--- src/rtl/mem_rw_arbiter.sv ---
// Arbitrates the shared cache-to-memory port between icache reads and dcache reads/writes.
// Round-robin read grant held to the last return beat, one-entry write buffer, RAW line stall.
module mem_rw_arbiter #(
  parameter int LINE_OFS = 4
) (
  input  logic         clk,
  input  logic         resetn,
  input  logic         i_rd_req,
  input  logic [2:0]   i_rd_type,
  input  logic [31:0]  i_rd_addr,
  output logic         i_rd_rdy,
  output logic         i_ret_valid,
  input  logic         d_rd_req,
  input  logic [2:0]   d_rd_type,
  input  logic [31:0]  d_rd_addr,
  output logic         d_rd_rdy,
  output logic         d_ret_valid,
  input  logic         d_wr_req,
  input  logic [2:0]   d_wr_type,
  input  logic [31:0]  d_wr_addr,
  input  logic [3:0]   d_wr_wstrb,
  input  logic [127:0] d_wr_data,
  output logic         d_wr_rdy,
  output logic         m_rd_req,
  output logic [2:0]   m_rd_type,
  output logic [31:0]  m_rd_addr,
  input  logic         m_rd_rdy,
  input  logic         m_ret_valid,
  input  logic         m_ret_last,
  output logic         m_wr_req,
  output logic [2:0]   m_wr_type,
  output logic [31:0]  m_wr_addr,
  output logic [3:0]   m_wr_wstrb,
  output logic [127:0] m_wr_data,
  input  logic         m_wr_rdy
);

  typedef enum logic [2:0] {
    IDLE   = 3'd0,
    I_REQ  = 3'd1,
    D_REQ  = 3'd2,
    I_WAIT = 3'd3,
    D_WAIT = 3'd4
  } state_e;

  state_e        state_q, state_d;
  logic          last_d_q, last_d_d;   // 1: most recent grant went to dcache
  logic [2:0]    rd_type_q, rd_type_d;
  logic [31:0]   rd_addr_q, rd_addr_d;
  logic          wbuf_valid_q, wbuf_valid_d;
  logic [2:0]    wbuf_type_q;
  logic [31:0]   wbuf_addr_q;
  logic [3:0]    wbuf_wstrb_q;
  logic [127:0]  wbuf_data_q;
  logic          i_elig_s, d_elig_s, wr_take_s, wr_done_s;

  function automatic logic same_line(input logic [31:0] a, input logic [31:0] b);
    return a[31:LINE_OFS] == b[31:LINE_OFS];
  endfunction

  // A read to the line held in the write buffer must wait until the write drains.
  always_comb begin
    i_elig_s = i_rd_req && !(wbuf_valid_q && same_line(i_rd_addr, wbuf_addr_q));
    d_elig_s = d_rd_req && !(wbuf_valid_q && same_line(d_rd_addr, wbuf_addr_q));
  end

  // Read FSM: next state, latched request and steered handshakes.
  always_comb begin
    state_d     = state_q;
    last_d_d    = last_d_q;
    rd_type_d   = rd_type_q;
    rd_addr_d   = rd_addr_q;
    i_rd_rdy    = 1'b0;
    d_rd_rdy    = 1'b0;
    i_ret_valid = 1'b0;
    d_ret_valid = 1'b0;
    m_rd_req    = 1'b0;
    case (state_q)
      IDLE: begin
        if (i_elig_s && (!d_elig_s || last_d_q)) begin
          state_d   = I_REQ;
          last_d_d  = 1'b0;
          rd_type_d = i_rd_type;
          rd_addr_d = i_rd_addr;
        end else if (d_elig_s) begin
          state_d   = D_REQ;
          last_d_d  = 1'b1;
          rd_type_d = d_rd_type;
          rd_addr_d = d_rd_addr;
        end else begin
          state_d = IDLE;
        end
      end
      I_REQ: begin
        m_rd_req = 1'b1;
        i_rd_rdy = m_rd_rdy;
        state_d  = m_rd_rdy ? I_WAIT : I_REQ;
      end
      D_REQ: begin
        m_rd_req = 1'b1;
        d_rd_rdy = m_rd_rdy;
        state_d  = m_rd_rdy ? D_WAIT : D_REQ;
      end
      I_WAIT: begin
        i_ret_valid = m_ret_valid;
        state_d     = (m_ret_valid && m_ret_last) ? IDLE : I_WAIT;
      end
      D_WAIT: begin
        d_ret_valid = m_ret_valid;
        state_d     = (m_ret_valid && m_ret_last) ? IDLE : D_WAIT;
      end
      default: begin
        state_d = IDLE;
      end
    endcase
  end

  // Read FSM state and latched request registers.
  always_ff @(posedge clk or negedge resetn) begin
    if (!resetn) begin
      state_q   <= IDLE;
      last_d_q  <= 1'b1;
      rd_type_q <= 3'b000;
      rd_addr_q <= 32'h0000_0000;
    end else begin
      state_q   <= state_d;
      last_d_q  <= last_d_d;
      rd_type_q <= rd_type_d;
      rd_addr_q <= rd_addr_d;
    end
  end

  assign m_rd_type = rd_type_q;
  assign m_rd_addr = rd_addr_q;

  // Buffer occupancy: fill only when empty, so a drain and a refill never share a cycle.
  always_comb begin
    wr_take_s = d_wr_req && !wbuf_valid_q;
    wr_done_s = wbuf_valid_q && m_wr_rdy;
    if (wr_done_s) begin
      wbuf_valid_d = 1'b0;
    end else if (wr_take_s) begin
      wbuf_valid_d = 1'b1;
    end else begin
      wbuf_valid_d = wbuf_valid_q;
    end
  end

  // Write buffer storage.
  always_ff @(posedge clk or negedge resetn) begin
    if (!resetn) begin
      wbuf_valid_q <= 1'b0;
      wbuf_type_q  <= 3'b000;
      wbuf_addr_q  <= 32'h0000_0000;
      wbuf_wstrb_q <= 4'h0;
      wbuf_data_q  <= 128'h0;
    end else begin
      wbuf_valid_q <= wbuf_valid_d;
      if (wr_take_s) begin
        wbuf_type_q  <= d_wr_type;
        wbuf_addr_q  <= d_wr_addr;
        wbuf_wstrb_q <= d_wr_wstrb;
        wbuf_data_q  <= d_wr_data;
      end
    end
  end

  // Held low during reset so every output reads 0 while resetn is asserted.
  assign d_wr_rdy   = resetn && !wbuf_valid_q;
  assign m_wr_req   = wbuf_valid_q;
  assign m_wr_type  = wbuf_type_q;
  assign m_wr_addr  = wbuf_addr_q;
  assign m_wr_wstrb = wbuf_wstrb_q;
  assign m_wr_data  = wbuf_data_q;

endmodule

--- config.mk ---
export PLATFORM = sky130hd
export DESIGN_NAME = mem_rw_arbiter
export DESIGN_NICKNAME = d
export VERILOG_FILES = /design/src/rtl/mem_rw_arbiter.sv
export SDC_FILE = /design/constraint.sdc
export NUM_CORES = 1
export LEC_CHECK = 0
export ABC_CLOCK_PERIOD_IN_PS = 5050
export BUFFER_PORTS_ARGS = -buffer_cell sky130_fd_sc_hd__buf_4
export CORE_AREA = 5 5 175 177
export DETAILED_ROUTE_END_ITERATION = 16
export DIE_AREA = 0 0 180 182
export RECOVER_POWER = 100
export SLEW_MARGIN = 15
export SYNTH_ARGS = -nofsm -noshare
export SYNTH_HDL_FRONTEND = slang
export SYNTH_SLANG_ARGS = --single-unit
--- constraint.sdc ---
create_clock -name clk -period 5.05 [get_ports clk]
set_input_delay 0.2525 -clock clk [delete_from_list [all_inputs] [get_ports clk]]
set_output_delay 0.2525 -clock clk [all_outputs]
set_load 0.005 [all_outputs]
==> results of run 1 <==
[cell type report]
class	instances	area, sq um
multi-input cells	383	3530
well taps	390	488
flip-flops and latches	207	5180
clock inverters	8	65.1
repair buffers	647	4900
inverters	35	131
fillers	2648	14100
diodes	2	5.00
clock buffers	33	676
[worst max-delay path, stage by stage (launching register included)]
cell and delay, ps:
dfrtp_1 510, nor2b_1 1760, clkbuf_2 880, mux2_2 420
[cells in the final DEF, fill, tap and decap left out, types with 3 or more instances in the layout]
master         count
xnor2_1           42
nor2_1             5
dlygate4sd3_1    183
buf_4            251
nand3_1            3
nand4_1           10
clkbuf_16         25
inv_1             35
a21oi_1            6
clkbuf_4          92
o21ai_0           37
nor3_1             3
clkinv_2           7
nor4_1             5
a2bb2oi_1         35
mux2_2           166
xor2_1            15
dfrtp_1          206
nand2_1            7
clkbuf_1         123
o32a_1            35
[worst min path at each step]
| stage | startpoint | end | slack (ps) | depth (start not counted) |
|---|---|---|---|---|
| 6_report | d_rd_addr[29] | m_rd_addr[29] | 30 | 3 |
| 5_1_grt | d_rd_addr[26] | m_rd_addr[26] | 2 | 3 |
| 4_1_cts | d_rd_addr[7] | m_rd_addr[7] | 0.1 | 3 |
| 3_5_place_dp | resetn | m_rd_addr[0] | 360 | 1 |
| 3_3_place_gp | resetn | m_rd_addr[3] | 360 | 1 |
| 2_1_floorplan | resetn | m_rd_addr[0] | -40 | 0 |
[routing by layer]
metal  wire length [microns]  share of wire [%]  global-route usage [%]  up-vias
li1                        -                  -                       -     3680
met1                   13600                 38                    24.6     3908
met2                   18400                 52                    37.8      350
met3                    2940                8.2                    6.15       46
met4                     680                1.9                    4.51        0
met5                       0                  0                       0        -
[cell families (layout without fill, tap and decap cells)]
family | after synthesis | count (layout)
compound gates | 116 | 116
xor+xnor | 57 | 57
buf+inv | 83 | 723
flops | 207 | 207
mux | 167 | 167
other cells | 0 | 2
simple gates | 43 | 43
[where the power goes]
group          internal (uW)  total (uW)  switching (uW)
clock                    980        1680             699
combinational           1270        2250             976
sequential              2170        2550             378
[per-stage QoR]
step | total power (uW) | cell area, sq um | hold slack, ps | utilization (%)
2_1_floorplan | 3580 | 9050 | -43.1 | -
3_3_place_gp | 4930 | 12900 | 363 | 44.2
3_5_place_dp | 4960 | 12900 | 358 | 44.2
4_1_cts | 6810 | 15400 | 0.119 | 53.1
5_1_grt | 6840 | 15000 | 1.53 | 51.5
6_report | 6480 | 15000 | 29.4 | 51.5
[registers in the layout, indices dropped and copies added, names as in the netlist]
name	flops
last_d_q	1
m_rd_type	3
state_q	3
m_wr_data	128
m_wr_req	1
m_wr_type	3
m_wr_wstrb	4
m_wr_addr	32
m_rd_addr	32
[cell usage after synthesis (5+ instances only)]
master / n
mux2_2: 167
nand2_1: 7
dfrtp_1: 206
buf_6: 5
xor2_1: 15
xnor2_1: 42
a21oi_1: 6
clkbuf_1: 42
nor2_1: 5
o21ai_0: 37
a2bb2oi_1: 35
inv_1: 35
o32a_1: 35
nand4_1: 10
nor4_1: 5
==> impl_results.md, run 1 <==
* Result of the run: finished, violations left
* Violations in the final reports: max-capacitance violations, max-slew violations
* Vias in the first global route at 8,764
* XOR/XNOR Fraction of Synth Area at between 5 and 6%
* Max Buffers Root-to-Sink at 3
* Post-detailed-route wirelength per cell at about 21 microns
* Final cycle utilization of the critical path at around 73%
* MaxCap Viol Count at 4
* Final weighted congestion of routability-driven global placement at 0.858
* Number of H-tree branching levels at 1
* Max-slew violation total from the final report at ~200
* Number of nets in the synthesized netlist at 919
* Combinational family with the most area after synthesis: multiplexers
* Top cell type by total area after synthesis: dfrtp_1
* Pin slew with the least headroom to its limit at about 2700 ps
* Setup repair after global routing missed its margin: no
* Overall routing resource usage at 20.9%
* Antenna violations before repair at 2
* Pin count of the biggest net entering global routing at 111
* Antenna violation net count after detailed routing at 0
* Worst hold-check path type: in2reg
* CTS resizes at 0
* Die W at about 180 microns
* Post-CTS Repair Setup Buffers at 0
* Static power due to leakage at 0.00660 uW
* Clock-pin slew on the worst setup and hold paths at approximately 60 ps
* Total setup violations reported at the end of the flow at 0
* Largest voltage drop on the vdd net at between 200 and 300 uV
* Buffer type at the clock tree root: clkbuf_16
* Worst path setup slack after routing at approximately 1400 ps
* Total instance count after detailed placement at about 1,500
* Fmax at around 0.27 GHz
* Area fraction in compound gates after synthesis at slightly below 10%
* Top-level port count at around 460
* Skew final at 20.2 ps
* Remaining Overflow, GRT at 0
* Max-Slew Margin vs Limit at -83.0%
* DP Wirelength at between 20,000 and 30,000 microns
* Worst Path Max Fanout at 31
* Core box area at 0.0291 sq mm
* Fraction of registers with async set or reset after synthesis at 100%
* Area of the mapped netlist at roughly 0.009 sq mm
* Gate count of the mapped netlist at about 670
* Count of port buffers added during placement at between 400 and 500
* Area of the die at 0.0328 sq mm
* Mux cell area share after synthesis at between 20% and 30%
* Share of layout cells above drive strength 1 at a little over two fifths
* Detailed-routing iteration count for the pre-antenna-repair pass at 5
* Launch point of the worst path: m_wr_req
* Number of clock sinks at between 200 and 250
* Kind of critical path: reg2reg
* Kind of end point of the critical path: flop
* Global-route wire length before repair at approximately 54,000 microns
* Count of unresolved DRC violations after routing at 0
* Final cell count without fillers at around 1,700
* Ranking of synthesized cells by area: dfrtp_1, mux2_2, xnor2_1, o32a_1, a2bb2oi_1
* Avg Synthesized Cell Area at 13.5 sq um
* Top-area cell type share of the netlist area at 56.9%
* Startpoint type of the worst setup path: flop
* Number of placement rows at 63
* Setup TNS Final at 0 ps
* R2R Setup Slk at between 1000 and 1500 ps
* Yosys warning count at 0
* Cell count of the worst reg-to-reg path at 3
* Worst-case setup slack after placement at ~2100 ps
* Final wirelength at 35,600 microns
* Starting utilization of the core area at a little under a third
* Vias post-DR at around 8,000
* Critical R2R Launch: m_wr_req
* Die Span Y at between 150 and 200 microns
* Post-cts hold buffer count at between 150 and 200
* Capture point of the worst path: m_wr_data[94]
* Number of register bits inferred by synthesis at between 200 and 250
* Hold violation count in the final report at 0
* Critical register-to-register path endpoint: m_wr_data[94]
* Cell area power density at ~430 mW/mm^2
* Commonest register cell after synthesis: dfrtp_1
* Number of synthesized flops with an enable pin at 0
* Worst-skew pair later-pin latency at 520 ps
* TritonCTS clock tree: done
* Data required time of the worst path at 5450 ps
* Fraction of the mapped netlist area in adder cells at 0%
* Vias per cell at around 4.7
* Layout Area Growth over Synthesis at 65.4%
* Cts bufs inserted at 25
* CP Data Arrival Time at approximately 4100 ps
* Fin crit period at about 3700 ps
* Simple logic cell fraction of the synthesized area at roughly 2.7%
* Number of distinct library cells after synthesis at 30
* Part of the Yosys area used for sequential elements at a little under three fifths
* Number of DRC markers in iteration 0 at approximately 340
* Net count, final at 1,545
(Power assumes the default switching activity.)
==> run 2: changes to the inputs <==
- ABC_CLOCK_PERIOD_IN_PS: 5050 -> 3600
- clock period: 5.05 -> 3.6 ns (I/O delays scaled with it)
==> run 2 against run 1 <==
  * The flow still finishes with violations (max-capacitance violations, max-slew violations)
  * Non-clock buffer count increased by 28
  * First-iteration DRC count up 33%
  * Worst setup slack lost 710 ps
  * Hold slack gained 15 ps
  * Global-route usage up 0.42 points
  * Sequential power grew 40%
  * Core utilization grew 0.92 points
  * Clock power rose by 37%
  * Register-to-register slack lost 710 ps
  * Critical path type unchanged
  * Critical endpoint is now m_wr_data[40]
  * Largest cell class unchanged
==> impl_results.md, run 2 (synthesis results as in run 1) <==
* Result of the run: finished, violations left
* Violations in the final reports: max-capacitance violations, max-slew violations
* Vias in the first global route at between 9,000 and 10,000
* Sequential group share of total power at about 39%
* Clock group share of total power at about a quarter
* Cell internal pwr at ~6200 uW
* Pin slew with the least headroom to its limit at 2170 ps
* Count of unresolved DRC violations after routing at 0
* Fill cells at between 2,000 and 3,000
* Net switching power of the design at 2890 uW
* Final cycle utilization of the critical path at 82.2%
* DRT met1 WL at about 13,000 microns
* Skew final at roughly 9.0 ps
* Setup repair after global routing missed its margin: no
* Startpoint type of the worst setup path: flop
* Clock-pin slew on the worst setup and hold paths at roughly 60 ps
* Static power due to leakage at 0.00671 uW
* Final wirelength at ~36,000 microns
* Switching portion of total power at around a third
* Top-level port count at 455
* DP Wirelength at 25,500 microns
* MaxCap Viol Count at 4
* Worst hold slack at 44.7 ps
* Highest metal layer used by the detailed router: met5
* Area of the die at 0.0328 sq mm
* Hold violation count in the final report at 0
* Flip-flop count of the largest register, all copies and words added at between 100 and 150
* Data required time of the worst path at 3980 ps
* Overall routing resource usage at between 20% and 30%
* Cell type of the slowest stage on the worst timing path: clkbuf_4
* Final weighted congestion of routability-driven global placement at around 0.91
* Worst Path Max Fanout at approximately 140
* Crit path buf inv count at 2
* Setup TNS Final at 0 ps
* Commonest cells after routing, fill and taps aside: buf_4, dlygate4sd3_1, dfrtp_1, mux2_2, clkbuf_1
* Starting utilization of the core area at just over 30%
* Post-detailed-route wirelength per cell at ~21 microns
* Diode count at 0
* Max-slew violation total from the final report at ~280
* Commonest non-fill, non-tap cell in the layout: buf_4
* Post-CTS Repair Setup Buffers at 0
* Fmax at about 0.34 GHz
* Detailed route wirelength on metal2 at between 15,000 and 20,000 microns
* CP Data Arrival Time at 3340 ps
* Number of clock sinks at approximately 210
* Share of layout cells above drive strength 1 at between 40% and 50%
* Number of H-tree branching levels at 1
* Logic pwr share at about 35%
* Fin crit period at 2960 ps
* Antenna violation net count after detailed routing at 0
* Core box area at between 0.02 and 0.03 sq mm
* Remaining Overflow, GRT at 0
* Kind of critical path: reg2reg
* Max Buffers Root-to-Sink at 3
* Number of DRC markers in iteration 0 at about 450
* DR WL met3 at between 3000 and 4000 microns
* Cell area power density at roughly 600 mW/mm^2
* Worst-skew pair later-pin latency at between 500 and 600 ps
* Global-route wire length before repair at between 50,000 and 60,000 microns
* Cts bufs inserted at 24
* Placed instance area at around 0.013 sq mm
* Number of placement rows at 63
* Final cell count without fillers at 1,730
* Antenna violations before repair at 2
* Detailed-routing iteration count for the pre-antenna-repair pass at 5
* Total instance count after detailed placement at ~1,500
* Die W at 180 microns
* Buffer type at the clock tree root: clkbuf_16
* TritonCTS clock tree: done
* Die Span Y at 182 microns
* Cells traversed along the worst timing path: clkbuf_1 -> nor2b_1 -> clkbuf_4 -> mux2_2
* Layout Area Growth over Synthesis at 68.3%
* Vias per cell at about 4.7
* Max-Slew Margin vs Limit at -44.6%
* Count of port buffers added during placement at about 450
* Vias post-DR at 8,160
* Cell family with most CP delay: buffers and inverters
* Design Area, Final at 0.0152 sq mm
* Worst hold-check path type: in2reg
* Net count, final at 1,572
* Pin count of the biggest net entering global routing at 140
* Total setup violations reported at the end of the flow at 0
* Kind of end point of the critical path: flop
* Maximum single-stage delay on the critical path at about 1300 ps
* Largest voltage drop on the vdd net at 427 uV
[run 2: worst min-delay path, cell delays in order]
cell	delay, ps
buf_4	110
nand3_1	90
nand2_1	70
a21oi_1	50
[run 2: repair_timing]
| action | in CTS | in global routing |
|---|---|---|
| hold endpoints to repair | 281 | 0 |
| hold buffers | 209 | 0 |
| resized for setup | 0 | 0 |
[run 2: worst paths after layout]
| kind | startpoint | end | slack [ps] | cells past startpoint |
|---|---|---|---|---|
| max in group asynchronous | resetn | m_wr_data[31] | 1150 | 3 |
| worst min-delay path | m_ret_valid | state_q[0] | 40 | 4 |
| worst min register to register | m_wr_data[69] | m_wr_data[69] | 500 | 1 |
| min in group asynchronous | resetn | m_wr_addr[8] | 850 | 2 |
| worst max register to register | m_wr_req | m_wr_data[40] | 640 | 4 |
| worst max-delay path | m_wr_req | m_wr_data[40] | 640 | 4 |
[run 2: final cells by class]
class | count | area (sq um) | share of cell area (%)
Clock buffer | 35 | 703 | 4.61
Clock inverter | 5 | 31.3 | 0.205
Inverter | 35 | 131 | 0.862
Multi-Input combinational cell | 383 | 3540 | 23.2
Sequential cell | 207 | 5180 | 34.0
Tap cell | 390 | 488 | 3.20
Timing Repair Buffer | 675 | 5170 | 33.9
[run 2: power by group through the flow]
stage | Sequential, uW | Combinational, uW | Clock (uW)
after floorplan | 3540 | 1480 | 0
after global placement | 3580 | 3340 | 0
after detailed placement | 3600 | 3370 | 0
after CTS | 3570 | 3570 | 2390
after global routing | 3660 | 3470 | 2470
final | 3570 | 3220 | 2310
[run 2: per-layer routing]
| metal | vias to the layer above | global-route usage (%) |
|---|---|---|
| met5 | - | 0 |
| met4 | 4 | 4.94 |
| met3 | 60 | 6.51 |
| met2 | 395 | 39.0 |
| met1 | 3965 | 24.4 |
| li1 | 3736 | - |
[run 2: per-stage QoR]
| stage | setup WS (ps) | power (uW) | util, % |
|---|---|---|---|
| 6_report | 641 | 9100 | 52.4 |
| 5_1_grt | 274 | 9600 | 52.4 |
| 4_1_cts | 680 | 9540 | 54.1 |
| 3_5_place_dp | 695 | 6970 | 44.3 |
| 3_3_place_gp | 743 | 6920 | 44.3 |
| 2_1_floorplan | 1320 | 5020 | - |
==> run 3: changes to the inputs <==
- ABC_CLOCK_PERIOD_IN_PS: 3600 -> 2800
- clock period: 3.6 -> 2.8 ns (I/O delays scaled with it)
==> run 3 against run 2 <==
  * The flow still finishes with violations (max-capacitance violations, max-slew violations)
  * Core utilization is 1.1 points higher
  * Via count grew 2.6%
  * First-iteration DRC count rose by 1.1%
  * Critical endpoint is now m_rd_addr[7]
  * Hold slack worse by 22 ps
  * Routed wire length is 1.6% higher
  * Cell area up 2.1%
  * Register-to-register slack got worse by 440 ps
  * Non-clock buffer count increased by 16
  * Global-route usage increased by 0.30 points
  * Clock skew up 5.9 ps
  * Clock power is 52% higher
  * Die area stayed put
==> impl_results.md, run 3 (synthesis results as in run 1) <==
* Number of DRC markers in iteration 0 at 450
* Die Span Y at roughly 180 microns
* Final cycle utilization of the critical path at 92.7%
* Die W at around 180 microns
* Max Buffers Root-to-Sink at 3
* R2R Setup Slk at approximately 210 ps
* Result of the run: finished, violations left
* Top-level port count at between 400 and 500
* DP Wirelength at roughly 26,000 microns
* Violations in the final reports: max-capacitance violations, max-slew violations
* Final weighted congestion of routability-driven global placement at between 0.8 and 0.9
* Largest voltage drop on the vdd net at 551 uV
* Detailed-routing iteration count for the pre-antenna-repair pass at 5
* Data required time of the worst path at around 3200 ps
* Fin crit period at between 2000 and 3000 ps
* MaxCap Viol Count at 2
* Worst Path Max Fanout at 35
* Max-slew violation total from the final report at between 150 and 200
* Max-Slew Margin vs Limit at -3.00%
* Cell count of the worst reg-to-reg path at 7
* Worst-case setup slack after placement at between 200 and 250 ps
* Worst hold-check path type: in2reg
* Clock-pin slew on the worst setup and hold paths at roughly 60 ps
* Cell type of the slowest stage on the worst timing path: or4_1
* Area of the die at around 0.033 sq mm
* Switching portion of total power at between 30% and 40%
* Worst hold slack at about 23 ps
* Worst Hold End: m_rd_addr[6]
* Commonest non-fill, non-tap cell in the layout: buf_4
* Pin count of the biggest net entering global routing at roughly 100
* Layout Area Growth over Synthesis at 71.9%
* Logic pwr share at between 30 and 40%
* CTS resizes at 0
* Worst-skew pair later-pin latency at between 500 and 600 ps
* Vias post-DR at between 8,000 and 9,000
* Startpoint of the lowest-slack hold path: i_rd_addr[6]
* Post-detailed-route wirelength per cell at approximately 21 microns
* Cell depth of the worst min-delay path at 4
* Antenna violations before repair at 5
* Number of placement rows at 63
* Global-route wire length before repair at 56,100 microns
* Static power due to leakage at a little under 0.007 uW
* Vias in the first global route at just over 9,000
* Maximum single-stage delay on the critical path at 590 ps
* Share of layout cells above drive strength 1 at 41.3%
* Total setup violations reported at the end of the flow at 0
* Net switching power of the design at 3780 uW
* Cell area power density at just under 800 mW/mm^2
* Cts bufs inserted at 25
* Cell internal pwr at approximately 8500 uW
* Flip-flop count of the largest register, all copies and words added at between 100 and 150
* Number of clock sinks at 207
* Critical R2R Launch: m_wr_addr[10]
* Number of H-tree branching levels at 1
* Commonest cells after routing, fill and taps aside: buf_4, dlygate4sd3_1, dfrtp_1, mux2_2, clkbuf_1
* Startpoint type of the worst setup path: flop
* Hold violation count in the final report at 0
* Skew final at 15.0 ps
* Remaining Overflow, GRT at 0
* Worst path setup slack after routing at about 210 ps
* Setup TNS Final at 0 ps
* Final wirelength at about 37,000 microns
* Kind of critical path: reg2reg
* Fmax at 0.385 GHz
* Overall routing resource usage at between 20 and 25%
* Count of unresolved DRC violations after routing at 0
* Vias per cell at 4.77
* Setup repair after global routing missed its margin: no
* Pin slew with the least headroom to its limit at about 1500 ps
* Sequential group share of total power at approximately 38%
* Antenna violation net count after detailed routing at 0
* Buffer type at the clock tree root: clkbuf_16
* Cells traversed along the worst timing path: xnor2_1 -> nand4_1 -> or4_1 -> o211a_1 -> or2_1 -> clkbuf_4 -> a2bb2oi_1
* TritonCTS clock tree: done
* Critical register-to-register path endpoint: m_rd_addr[7]
* Starting utilization of the core area at a little under a third
* Count of port buffers added during placement at 454
* Kind of end point of the critical path: flop
* Core box area at 0.0291 sq mm
* Net count, final at ~1,600
* Pwr Total at 12,200 uW
* CP Data Arrival Time at between 2000 and 3000 ps
* Clock group share of total power at about 29%
## run 3: timing repair
item,4_1_cts,5_1_grt
buffers inserted,0,0
endpoints found under the hold margin,258,0
hold buffers,222,0
## run 3: worst max-delay path, delay by kind of cell, from the launching register on
family                 cells  cell delay (ps)
flip-flops                 1              430
AND/OR/NAND/NOR            3              900
buffers and inverters      1              340
AO/OA/AOI/OAI              2              490
XOR/XNOR                   1              290
## run 3: stage by stage
stage	utilization, %	cell area [sq um]	cells
after global placement	44.5	12900	1484
after detailed placement	44.5	12900	1484
final	53.5	15600	1755
after floorplan	-	9050	673
after global routing	53.5	15600	1755
after CTS	55.2	16100	1750
## run 3: power by group through the flow
stage | Combinational, uW | Clock (uW) | Sequential [uW]
global placement | 4270 | 0 | 4620
detailed placement | 4330 | 0 | 4640
floorplan | 1910 | 0 | 4550
finish | 4140 | 3500 | 4600
CTS | 4610 | 3590 | 4610
global route | 4450 | 3720 | 4730
## run 3: worst max-delay path by stage
stage	start	to	slack (ps)
final	m_wr_addr[10]	m_rd_addr[7]	210
after CTS	m_wr_addr[9]	m_rd_addr[7]	200
after global placement	m_wr_addr[24]	m_rd_type[1]	270
after detailed placement	m_wr_addr[9]	m_rd_addr[7]	240
after global routing	resetn	m_wr_data[88]	20
after floorplan	m_wr_addr[8]	m_rd_type[1]	520
## run 3: layout make-up
type / count / area, sq um
sequential: 207 / 5180
timing repair buffer: 691 / 5320
multi-input combinational: 383 / 3540
fill: 2519 / 13500
tap: 390 / 488
antenna: 5 / 12.5
clock buffer: 32 / 692
clock inverter: 12 / 191
inverter: 35 / 131
## run 3: per-layer routing
metal	GRT usage (%)	vias to the layer above	part of all wire, %
met2	38.6	427	51
met5	0	-	0.036
met1	24.9	4095	37
li1	-	3780	-
met3	6.81	68	8.6
met4	6.28	2	3.6
